--- src/rtl/multisim_server_apb_pull.sv ---
// APB master that pulls one request at a time from a valid/ready source,
// runs a SETUP/ACCESS transfer, and presents the response (or a timeout) to a consumer.
module multisim_server_apb_pull #(
    parameter type         apb_req_t      = logic [63:0],
    parameter type         apb_resp_t     = logic [31:0],
    parameter int unsigned TIMEOUT_CYCLES = 1024
) (
    input  logic      clk,
    input  logic      rst_n,
    input  logic      i_req_valid,
    output logic      o_req_ready,
    input  apb_req_t  i_req,
    output logic      o_resp_valid,
    input  logic      i_resp_ready,
    output apb_resp_t o_resp,
    output logic      o_resp_timeout,
    output apb_req_t  o_apb_m_req,
    input  apb_resp_t i_apb_m_resp,
    output logic      o_apb_m_psel,
    output logic      o_apb_m_penable,
    input  logic      i_apb_m_pready,
    output logic      o_busy
);

    typedef enum logic [1:0] {IDLE, SETUP, ACCESS, RESP} state_t;

    localparam logic [32:0] TO_LIMIT = 33'(TIMEOUT_CYCLES);

    state_t      state_q, state_d;
    logic [31:0] cnt_q;
    logic        up_q;
    logic        accept;
    logic        to_hit;

    // up_q keeps the request port closed until the first edge after reset release
    assign accept = (state_q == IDLE) && up_q && i_req_valid;
    assign to_hit = (TIMEOUT_CYCLES != 0) && (({1'b0, cnt_q} + 33'd1) >= TO_LIMIT);

    always_ff @(posedge clk or negedge rst_n) begin
        if (!rst_n) begin
            state_q <= IDLE;
            up_q    <= 1'b0;
        end else begin
            state_q <= state_d;
            up_q    <= 1'b1;
        end
    end

    always_comb begin
        state_d = state_q;
        case (state_q)
            IDLE:    if (accept) state_d = SETUP;
            SETUP:   state_d = ACCESS;
            ACCESS:  if (i_apb_m_pready || to_hit) state_d = RESP;
            RESP:    if (i_resp_ready) state_d = IDLE;
            default: state_d = IDLE;
        endcase
    end

    always_comb begin
        o_req_ready     = (state_q == IDLE) && up_q;
        o_apb_m_psel    = (state_q == SETUP) || (state_q == ACCESS);
        o_apb_m_penable = (state_q == ACCESS);
        o_resp_valid    = (state_q == RESP);
        o_busy          = (state_q != IDLE);
    end

    // Counter saturates so it cannot wrap when the timeout is disabled
    always_ff @(posedge clk or negedge rst_n) begin
        if (!rst_n) begin
            o_apb_m_req    <= '0;
            o_resp         <= '0;
            o_resp_timeout <= 1'b0;
            cnt_q          <= '0;
        end else begin
            if (accept) begin
                o_apb_m_req <= i_req;
                cnt_q       <= '0;
            end
            if (state_q == ACCESS) begin
                if (i_apb_m_pready) begin
                    o_resp         <= i_apb_m_resp;
                    o_resp_timeout <= 1'b0;
                end else begin
                    if (cnt_q != 32'hFFFF_FFFF) cnt_q <= cnt_q + 32'd1;
                    if (to_hit) begin
                        o_resp         <= '0;
                        o_resp_timeout <= 1'b1;
                    end
                end
            end
        end
    end

endmodule

--- config.mk ---
export PLATFORM = sky130hd
export DESIGN_NAME = multisim_server_apb_pull
export DESIGN_NICKNAME = d
export VERILOG_FILES = /design/src/rtl/multisim_server_apb_pull.sv
export SDC_FILE = /design/constraint.sdc
export NUM_CORES = 1
export LEC_CHECK = 0
export BUFFER_PORTS_ARGS = -buffer_cell sky130_fd_sc_hd__buf_2
export CORE_ASPECT_RATIO = 0.9
export CORE_MARGIN = 1.5
export CORE_UTILIZATION = 48
export DETAILED_ROUTE_END_ITERATION = 8
export PLACE_DENSITY = 0.76
export SLEW_MARGIN = 0
export SYNTH_ARGS = -nofsm -noshare
export SYNTH_HDL_FRONTEND = slang
export SYNTH_SLANG_ARGS = --single-unit
--- constraint.sdc ---
create_clock -name clk -period 3.5 [get_ports clk]
set_input_delay 0.875 -clock clk [delete_from_list [all_inputs] [get_ports clk]]
set_output_delay 0.875 -clock clk [all_outputs]
set_load 0.005 [all_outputs]
# Word-level counts from Yosys, hierarchy flattened
# Cells that the tools add are included.
# op_classes
mux	12
magnitude_cmp	1
div	0
eq_ne	7
reduce_logical	9
n_mul	0
bitwise_logic	0
addsub	2
n_shift	0
# op_table
operator	count
$mux W32	6
$add A32 B1 Y33 const B	1
$ge A33 B11 Y1 const B	1
$add A32 B1 Y32 const B	1
$ne A32 B32 Y1 const B	1
$pmux W2 S4	1
$mux W2	3
$eq A2 B2 Y1 const B	2
$ne A2 B1 Y1 const B	2
$reduce_bool A2 Y1	2
$reduce_and A3 Y1	1
$eq A2 B1 Y1 const B	1
$logic_and A1 B1 Y1	2
$logic_not A2 Y1	1
$logic_or A1 B1 Y1	2
$mux W1	2
$ne A2 B2 Y1 const B	1
$reduce_and A2 Y1	1
# totals
latchBits	0
mem_bits_ro	0
inputBits	101
wordCells	37
ram_bits	0
ff_bits	132
out_inout_bits	102
memories	0

# Logic depth before layout (Yosys ltp)
# depth
depth_word	7
ltp_mapped	12
mapped_depth_nobuf	9

# Worst setup path after synthesis
# OpenSTA, ideal clock, no wires.
# synth_timing
path_type	flip-flop to flip-flop
from	register cnt_q[0]
to	register o_resp[10] (netlist name)
setup_time_ps	124
path_buffers	2
required_time_ps	3376
stages_incl_launch_ff	12
slack_ps	310
t_arrival_ps	3066
synth_period_minus_slack_ps	3190
cell_sequence	dfrtp_1 ha_1 nand4_2 nor4_1 xor2_1 a211o_1 or4_1 nor4_2 nor2b_1 buf_6 buf_6 mux2i_1
# synth_via
elab_chain_len	4
# synth_lines
item	line	source
start, declared	30	logic [31:0] cnt_q;
start signal, assigned	85	if (cnt_q != 32'hFFFF_FFFF) cnt_q <= cnt_q + 32'd1;
$add A32 B1 Y33	37	assign to_hit = (TIMEOUT_CYCLES != 0) && (({1'b0, cnt_q} + 33'd1) >= TO_LIMIT);
$ge A33 B11 Y1	37	
$reduce_bool A2 Y1 (no source line)	-	
$reduce_and A2 Y1 (no source line)	-	
end signal, assigned	82	o_resp <= i_apb_m_resp;
end, declared	15	output apb_resp_t o_resp,
# No other way between the ends.
# A chain may end at the register's enable or synchronous reset.

# Worst setup path after layout
# layout_timing
from	register cnt_q[0]
to	register state_q[1]
# layout_via
elab_chain_len	5
# layout_lines
item	line	source
$add A32 B1 Y33	37	
$ge A33 B11 Y1	37	
$logic_or A1 B1 Y1	54	ACCESS: if (i_apb_m_pready || to_hit) state_d = RESP;
$ne A2 B1 Y1 (no source line)	-	
$reduce_and A3 Y1 (no source line)	-	
end signal, assigned	44	state_q <= state_d;
end, declared	29	state_t state_q, state_d;
# No other way between the ends.

==> flow_metrics.env <==
export IMPL_h_tree_depth=4
export IMPL_dpl_hpwl_um=10800
export IMPL_synth_compound_area_share_pct=7.86
export IMPL_timing_rr_start="cnt_q[0]"
export IMPL_area_growth_syn_to_layout_pct=29.3
export IMPL_ys_types=48
export IMPL_yosysTopAreaCell="dfrtp_1"
export IMPL_start_util_pct=49.0
export IMPL_grt_usage_pct=23.7
export IMPL_cts_root_buf="clkbuf_16"
export IMPL_yosys_area_share_simple_pct=13.3
export IMPL_combPwrFrac_pct=30.9
export IMPL_cts_sinks=132
export IMPL_ios=203
export IMPL_place_area_sq_um=7420
export IMPL_worstPathMaxFanout=7
export IMPL_hold_viol_final=0
export IMPL_drive_above_1_share_pct=41.5
export IMPL_required_ps=3790
export IMPL_synth_warnings=0
export IMPL_gp_congestion=0.909
export IMPL_drtIter0Drc=273
export IMPL_insertion_delay_ps=410
export IMPL_clockPowerShare_pct=28.9
export IMPL_p_leak_nw=3.89
export IMPL_yosysTopAreaCellShare_pct=53.3
export IMPL_seq_power_share_pct=40.2
export IMPL_synth_area_mux_share_pct=17.5
export IMPL_regArea_sq_um=3300
export IMPL_die_area_sq_um=13600
export IMPL_synth_edff_count=0
export IMPL_multi_input_area_sq_um=2610
export IMPL_skew_ps=5.81
export IMPL_synth_most_common_cell="dfrtp_1"
export IMPL_cts_tree="yes"
export IMPL_finalNonFillerCells=947
export IMPL_die_h_um=111
export IMPL_critPathLaunchType="flip-flop"
export IMPL_synthesis_nets=672
export IMPL_core_area_sq_um=12600
export IMPL_synth_xor_area_share_pct=1.98
export IMPL_intPower_mw=4.13
export IMPL_placed_cells=915
export IMPL_crit_start="cnt_q[0]"
export IMPL_wl_per_cell_um=16.2
export IMPL_drt_drc_violations_left=0
export IMPL_worst_setup_path_end_kind="flip-flop"
export IMPL_fin_crit_ps=3250
export IMPL_grt_pass1_vias=5164
export IMPL_final_antenna_net_count=0
export IMPL_ys_top_cells_by_count="dfrtp_1 (132), mux2_2 (65), nand2_1 (62), inv_1 (40), o21ai_0 (40)"
export IMPL_antenna_found_initial=0
export IMPL_critPathSlowestCell="or4_1"
export IMPL_antenna_cells=0
export IMPL_switching_share_pct=30.7
export IMPL_path_clk_slew_ps=60
export IMPL_drt_pass1_iter_count=5
export IMPL_synth_top_family_by_area="multiplexers"
export IMPL_r2r_end="state_q[1]"
export IMPL_setup_tns_ps=0
export IMPL_arrival_ps=3550
export IMPL_synth_seq_cells=132
export IMPL_irDropWorstVdd_uv=590
export IMPL_crit_type="flip-flop to flip-flop"
export IMPL_syn_inst=565
export IMPL_final_max_slew_violation_count=0
export IMPL_grt_ovfl_total=0
export IMPL_path_common_cell="nor4_2"
export IMPL_timing_final_crit_share_pct=92.9
export IMPL_placement_io_buffers=202
export IMPL_critPathMaxStageDelay_ps=540
export IMPL_nets=877
export IMPL_power_switching_mw=1.83
export IMPL_async_reset_ff_share_pct=100
export IMPL_worst_r2r_setup_slack_ps=250
export IMPL_powerDensity_nw_per_um2=743
export IMPL_status="completed"
export IMPL_synth_area_leaders="dfrtp_1 (53%), mux2_2 (12%), mux2i_1 (5.7%)"
export IMPL_cts_buffers=17
export IMPL_clock_fmax_mhz=307
export IMPL_grt_max_degree=70
export IMPL_row_count=39
export IMPL_fillerInstances=975
export IMPL_worst_pin_slew_ps=503
export IMPL_cts_max_path_buffers=2
export IMPL_synthAdderAreaFrac_pct=1.21
export IMPL_syn_area_sq_um=6190
export IMPL_viasPerCell=5.33
export IMPL_synth_seq_area_share_pct=53.3
export IMPL_synthFlopType="dfrtp_1"
export IMPL_grt_pass1_wl_um=25300
export IMPL_setup_viol=0
export IMPL_cp_cell_sequence="ha_1 -> nand4_2 -> nor4_2 -> xor2_1 -> a211o_1 -> or4_1 -> nor4_2 -> buf_4 -> a21oi_1 -> mux2_2"
export IMPL_syn_area_per_cell_sq_um=11.0
export IMPL_maxCapViolations=0
export IMPL_routed_via_count=5044
export IMPL_relSlewSlack_pct=66.5
export IMPL_drt_total_wl_um=15300
export IMPL_die_w_um=123
export IMPL_rsz0062_at_grt="false"
export IMPL_rr_worst_depth=10
export IMPL_post_cts_setup_buffer_count=0
export IMPL_hold_class="primary input to asynchronous set/reset pin"
export IMPL_fin_area_sq_um=8010
export IMPL_endpoint="state_q[1]"
-- state kept, by name, indices dropped and copies added (netlist names) --
signal and cells:
state_q 2, o_apb_m_req 64, up_q 1, cnt_q 32
o_resp 32, o_resp_timeout 1
-- critical path: cells and delay by family, from the launching register on --
| kind | cells | cell delay, ps |
|---|---|---|
| AO/OA/AOI/OAI | 2 | 340 |
| XOR/XNOR | 1 | 110 |
| adder cells (fa/ha/maj) | 1 | 250 |
| buffers and inverters | 1 | 180 |
| flip-flops | 1 | 430 |
| multiplexers | 1 | 310 |
| AND/OR/NAND/NOR | 4 | 1500 |
-- cell families after synthesis --
| family | Yosys count |
|---|---|
| simple gates | 163 |
| mux | 100 |
| other cells | 1 |
| compound gates | 79 |
| flops | 132 |
| xor+xnor | 14 |
| buf+inv | 70 |
| fa+ha+maj | 6 |
-- placed cells by master (no fill, tap or decap), types with 3 or more instances in the layout --
cell type  Yosys  final
xor2_1         6      6
nand2_1       62     61
mux2i_1       35     35
o31ai_1       13     13
clkbuf_16      0     17
buf_2          1    201
and4_1         3      3
mux2_2        65     65
buf_12         0      3
clkinv_4       0      3
inv_1         40     40
ha_1           6      6
o41ai_1        5      5
clkbuf_8       0      4
or2_2          3      3
dfrtp_1      132    132
nor2_1        28     28
nand3_1       15     15
o21ai_0       40     40
xnor2_1        8      8
nor4_1         4      3
and2_1         7      7
nand4_1       16     16
and3_1         4      4
nor3_1         7      7
buf_4          0     12
a21oi_1        8      8
-- repair_timing --
action                                  4_1_cts  5_1_grt
hold buffers                                  0        0
resized for setup                             0        1
endpoints found under the setup margin        0       34
-- per-stage QoR --
stage,hold WS (ps),utilization [%],setup WS [ps],total power [mW]
6_report,373,63.4,247,5.95
3_5_place_dp,487,58.7,272,4.26
4_1_cts,382,63.3,172,6.02
2_1_floorplan,500,-,310,3.35
3_3_place_gp,482,58.7,364,4.14
5_1_grt,399,63.4,18.1,6.28
-- power groups by stage --
stage	clock network, mW	registers (mW)	logic (mW)
2_1_floorplan	0	2.43	0.919
3_3_place_gp	0	2.36	1.78
3_5_place_dp	0	2.40	1.86
4_1_cts	1.76	2.39	1.87
5_1_grt	1.80	2.46	2.02
6_report	1.72	2.39	1.84
-- area by class of cell --
class                   instances  area share [%]
clock buffers                  23            6.09
clock inverters                 9            1.17
inverters                      40            1.87
multi-input cells             363            32.6
flip-flops and latches        132            41.2
well taps                     164            2.56
repair buffers                216            14.4
-- metal layers --
layer  GRT usage, %  share of wire, %  wire [um]  vias to the layer above
li1               -                 -          -                     2374
met1           29.7                41       6280                     2414
met2           37.0                48       7340                      216
met3           7.51               8.0       1220                       40
met4           11.1               3.2        493                        0
met5              0                 0          0                        -
-- worst min-delay path by stage --
stage                    start               to  slack [ps]  depth (start not counted)
2_1_floorplan       state_q[0]       state_q[0]         500                          1
3_3_place_gp   o_apb_m_req[32]  o_apb_m_req[32]         480                          1
3_5_place_dp   o_apb_m_req[38]  o_apb_m_req[38]         490                          1
4_1_cts                  rst_n         cnt_q[5]         380                          1
5_1_grt                  rst_n         cnt_q[5]         400                          1
6_report                 rst_n         cnt_q[5]         370                          1
Note: power is estimated with default switching activity, not from simulation.
